$ cat src/rtl/encoder4to2_sync_pkg.sv
// Shared types and helpers for the registered 4-to-2 priority encoder.
package enc_pkg;

    localparam int unsigned N_REQ = 4;
    localparam int unsigned W_IDX = 2;

    typedef logic [N_REQ-1:0] req_t;
    typedef logic [W_IDX-1:0] idx_t;

    // One-hot request vector that corresponds to a granted index.
    function automatic req_t onehot(idx_t i);
        return req_t'(1) << i;
    endfunction

endpackage

$ cat src/rtl/encoder4to2_sync_if.sv
// Request-capture and grant handshake bundle of encoder4to2_sync.
interface encoder4to2_sync_if;
    import enc_pkg::*;

    logic E;
    req_t req;
    logic out_ready;
    idx_t idx;
    logic out_valid;
    req_t pending;

    modport master (
        output E, req, out_ready,
        input  idx, out_valid, pending
    );

    modport slave (
        input  E, req, out_ready,
        output idx, out_valid, pending
    );

endinterface

$ cat src/rtl/encoder4to2_sync_prio_pick4.sv
// Combinational picker: first set bit of pending, searching downward cyclically from start.
module prio_pick4
    import enc_pkg::*;
(
    input  req_t pending,
    input  idx_t start,
    output idx_t sel,
    output logic any
);

    idx_t cand;

    // Walk from the lowest priority up so the highest priority match is written last.
    always_comb begin
        sel  = '0;
        any  = 1'b0;
        cand = '0;
        for (int k = 3; k >= 0; k--) begin
            cand = start - idx_t'(k);
            if (pending[cand]) begin
                sel = cand;
                any = 1'b1;
            end
        end
    end

endmodule

$ cat src/rtl/encoder4to2_sync.sv
// Registered 4-to-2 priority encoder with request capture and valid/ready output.
// Optional ENC_ROUND_ROBIN_EN rotates the search start past the last grant.
module encoder4to2_sync
    import enc_pkg::*;
(
    input  logic                clk,
    input  logic                rst,
    encoder4to2_sync_if.slave   bus
);

    req_t pending_q;
    idx_t idx_q;
    logic valid_q;

    idx_t start_c;
    idx_t sel_c;
    logic any_c;
    logic load_c;
    req_t grant_c;

`ifdef ENC_ROUND_ROBIN_EN
    idx_t last_q;

    always_ff @(posedge clk or posedge rst) begin
        if (rst) begin
            last_q <= '0;
        end else if (load_c && any_c) begin
            last_q <= sel_c;
        end
    end

    assign start_c = last_q - idx_t'(1);
`else
    assign start_c = idx_t'(3);
`endif

    prio_pick4 u_pick (
        .pending (pending_q),
        .start   (start_c),
        .sel     (sel_c),
        .any     (any_c)
    );

    assign load_c  = !valid_q || bus.out_ready;
    assign grant_c = (load_c && any_c) ? onehot(sel_c) : '0;

    // Grant clears its bit; a same-cycle request on that bit re-sets it.
    always_ff @(posedge clk or posedge rst) begin
        if (rst) begin
            pending_q <= '0;
            idx_q     <= '0;
            valid_q   <= 1'b0;
        end else begin
            pending_q <= (pending_q & ~grant_c) | (bus.req & {N_REQ{bus.E}});
            if (load_c) begin
                valid_q <= any_c;
                if (any_c) begin
                    idx_q <= sel_c;
                end
            end
        end
    end

    assign bus.pending   = pending_q;
    assign bus.idx       = idx_q;
    assign bus.out_valid = valid_q;

endmodule

$ cat src/flat_wrapper.sv
// flat-port wrapper written by rule: the top's interface ports become plain ports
module encoder4to2_sync_flat import enc_pkg::*;
  (clk, rst, bus_E, bus_req, bus_out_ready, bus_idx, bus_out_valid, bus_pending);
  encoder4to2_sync_if bus_i ();
  input  logic clk;
  input  logic rst;
  input wire logic [$bits(bus_i.E)-1:0] bus_E;
  input wire logic [$bits(bus_i.req)-1:0] bus_req;
  input wire logic [$bits(bus_i.out_ready)-1:0] bus_out_ready;
  output wire logic [$bits(bus_i.idx)-1:0] bus_idx;
  output wire logic [$bits(bus_i.out_valid)-1:0] bus_out_valid;
  output wire logic [$bits(bus_i.pending)-1:0] bus_pending;
  assign bus_i.E = bus_E;
  assign bus_i.req = bus_req;
  assign bus_i.out_ready = bus_out_ready;
  assign bus_idx = bus_i.idx;
  assign bus_out_valid = bus_i.out_valid;
  assign bus_pending = bus_i.pending;
  encoder4to2_sync u_core (.clk(clk), .rst(rst), .bus(bus_i));
endmodule
$ cat config.mk
export PLATFORM = sky130hd
export DESIGN_NAME = encoder4to2_sync_flat
export DESIGN_NICKNAME = d
export VERILOG_FILES = /design/src/rtl/encoder4to2_sync_pkg.sv /design/src/rtl/encoder4to2_sync_if.sv /design/src/rtl/encoder4to2_sync_prio_pick4.sv /design/src/rtl/encoder4to2_sync.sv /design/src/flat_wrapper.sv
export SDC_FILE = /design/constraint.sdc
export NUM_CORES = 1
export LEC_CHECK = 0
export BUFFER_PORTS_ARGS = -buffer_cell sky130_fd_sc_hd__buf_4
export CAP_MARGIN = 5
export CELL_PAD_IN_SITES_DETAIL_PLACEMENT = 0
export CELL_PAD_IN_SITES_GLOBAL_PLACEMENT = 2
export CORE_AREA = 4 4 41 43
export CTS_BUF_LIST = sky130_fd_sc_hd__clkbuf_2 sky130_fd_sc_hd__clkbuf_4 sky130_fd_sc_hd__clkbuf_8
export CTS_CLUSTER_DIAMETER = 50
export DETAILED_ROUTE_END_ITERATION = 10
export DIE_AREA = 0 0 45 47
export PLACE_DENSITY = 0.66
export SETUP_SLACK_MARGIN = 0.5
export SYNTH_ARGS = -nofsm -noshare
export SYNTH_HDL_FRONTEND = slang
export SYNTH_SLANG_ARGS = --single-unit
$ cat constraint.sdc
create_clock -name clk -period 1.09 [get_ports clk]
set_input_delay 0.0545 -clock clk [delete_from_list [all_inputs] [get_ports clk]]
set_output_delay 0.0545 -clock clk [all_outputs]
set_load 0.03 [all_outputs]
==> flow_summary.ini <==
[outcome]
status = finished, final reports clean

[grt]
grt_max_degree = 9
antenna_found_initial = 0
grt_pass1_wl_mm = 1.248
globalRouteTotalUtil_pct = 8.678
grt_pass1_vias = 275
grt_overflow = 0

[placed_design]
port_buffers = 14
place_congestion = 0.7861
dpl_cell_area_um2 = 439.2

[power_and_ir_drop]
powerDensity_nw_per_um2 = 1651
peakVddDrop_mv = 0.6240
leakagePower_nw = 0.2587

[detailed_routing]
drc = 0
via_per_inst = 4.343
drt-initial-drc-count = 2
final_antenna_net_count = 0
wl_um = 808
vias = 291
post_drt_wl_per_cell_um = 12.06
first_pass_iters = 4

[setup_path]
end_kind = flop
cp_slowest_cell = dfrtp_2
critPathTopFamily = flip-flops
path_buf_inv = 0
critPathArrivalTime_ps = 1120
slowest_delay_ps = 400
critPathRequiredTime_ps = 1230
cp_max_fo = 8
crit_chain = nor2b_4, nand2b_4, a22o_1
start_kind = flop
path_class = flop to flop

[logic_synthesis]
seq_area_frac_synth_pct = 58.58
postSynthAreaPerCell_um2 = 10.68
synth_nets = 36
synth_area_um2 = 299.0
synthCells = 28
yosys_warnings = 0
ys_types = 10
ys_ff_latch = 7

[die]
rows = 13
core_area_um2 = 1301
fp.dieW_um = 45
start_util_pct = 22.98
die_h_um = 47
io-pin-count = 15
dieArea_um2 = 2115

[sta]
report.final.hold_viol_count = 0
timing.slew.headroom_pct = 84.73
maxSlewViolCount = 0
setup_viol = 0
min_period_ps = 987.1
tightest_slew_ps = 226.6
skew_ps = 5.024
fin_crit_sh_pct = 90.56
max_freq_ghz = 1.013
setup_tns_ps = 0
rsz0062_at_grt = true

[clock_tree]
numClockSinks = 7
cts_buffer_depth = 2
cts_tree = done
insertion_delay_ps = 250
cts_root_buf = clkbuf_4
cts_buffers = 3
ctsHoldBuffers = 1
cts_max_level = 1
clk_pin_slew_worst_paths_ps = 60

[finish]
diodes = 0
drive_gt1_share_pct = 67.31
area_growth_pct = 85.36
final_area_um2 = 554.3
final_nets = 61

[run]
maxCapViolations = 0

[worst_hold_path]
hp-class = primary input to flop
-- where the power goes --
group          switching (W)  total, W  internal, W
Sequential         0.0000465  0.000346     0.000300
Clock              0.0000960  0.000261     0.000165
Combinational       0.000146  0.000308     0.000162
-- layout make-up --
| cell class | instances | area [um2] |
|---|---|---|
| inverter | 2 | 11.26 |
| clock buffer | 4 | 30.03 |
| multi-input combinational | 19 | 133.9 |
| tap | 15 | 18.77 |
| timing repair buffer | 20 | 178.9 |
| sequential | 7 | 181.4 |
| fill | 140 | 747.0 |
-- placed cells by master (no fill, tap or decap) --
cell and instances:
clkbuf_4 4, dfrtp_1 2, nor2_1 2, buf_6 7, nor2b_4 1, a22o_1 2, inv_1 1, clkinvlp_4 1
o21ai_1 4, buf_4 12, nand2b_1 1, dfrtp_2 5, dlygate4sd3_1 1, nand2_1 4, a21oi_2 1, nor2_2 1
o21ai_2 1, o41ai_2 1, nand2b_4 1
-- stage by stage --
stage | utilization [%] | worst slack [ps] | total power [W] | cells | hold WS (ps)
floorplan | - | 58.75 | 0.0004719 | 28 | -142.4
global placement | 33.75 | 118.7 | 0.0005694 | 57 | 7.729
detailed placement | 33.75 | 116.4 | 0.0005706 | 57 | 12.09
CTS | 40.87 | 105.7 | 0.0009046 | 65 | -9.614
global route | 42.60 | 58.23 | 0.0009685 | 67 | -11.40
finish | 42.60 | 102.9 | 0.0009149 | 67 | 1.012
-- path summary, 6_finish.rpt --
path | cells after the start | from | slack (ps) | endpoint
min in group asynchronous | 3 | rst | 260 | u_core.bus.out_valid
setup reg to reg | 3 | u_core.bus.out_valid | 100 | u_core.bus.pending[1]
setup / recovery | 3 | u_core.bus.out_valid | 100 | u_core.bus.pending[1]
max in group asynchronous | 3 | rst | 660 | u_core.bus.pending[2]
hold / removal | 3 | bus_req[2] | 1 | u_core.bus.pending[2]
hold reg to reg | 2 | u_core.bus.pending[0] | 560 | u_core.bus.out_valid
-- kinds of logic (layout without fill, tap and decap cells) --
group | count (synthesis) | after routing | synth area share, %
simple gates | 10 | 10 | 17.57
compound gates | 9 | 9 | 21.34
flops | 7 | 7 | 58.58
buf+inv | 2 | 26 | 2.511
-- worst reg2reg max path: cells and delay by family (launching register included) --
| family | cells | cell delay [ps] |
|---|---|---|
| flops | 1 | 400 |
| simple gates | 2 | 300 |
| compound gates | 1 | 180 |
-- synth_stat cells --
library cell  n  area (um2)
nor2b_4       1       13.76
a22o_1        2       17.52
o21ai_0       5       25.02
dfrtp_1       7       175.2
nor2_1        3       11.26
o41ai_2       1       16.27
inv_1         2       7.510
nand2b_1      2       12.51
nand2_1       4       15.01
a21oi_1       1       5.000
-- metal layers --
layer	vias up	wire length, um	GRT usage (%)
met5	-	0	0
met4	0	0	5.263
met3	0	92	4.598
met2	13	361	13.28
met1	133	354	9.535
li1	145	-	-
-- sequential cells by signal (all words and copies together), names as in the netlist --
signal	flops
u_core.bus.out_valid	1
u_core.bus.pending	4
u_core.bus.idx	2
-- timing repair --
item / CTS / global route
buffers inserted: 3 / 2
pin swaps: 1 / 2
resized for setup: 8 / 7
setup endpoints to repair: 14 / 19
endpoints found under the hold margin: 9 / 1
Power figures use the tool's default switching activity.
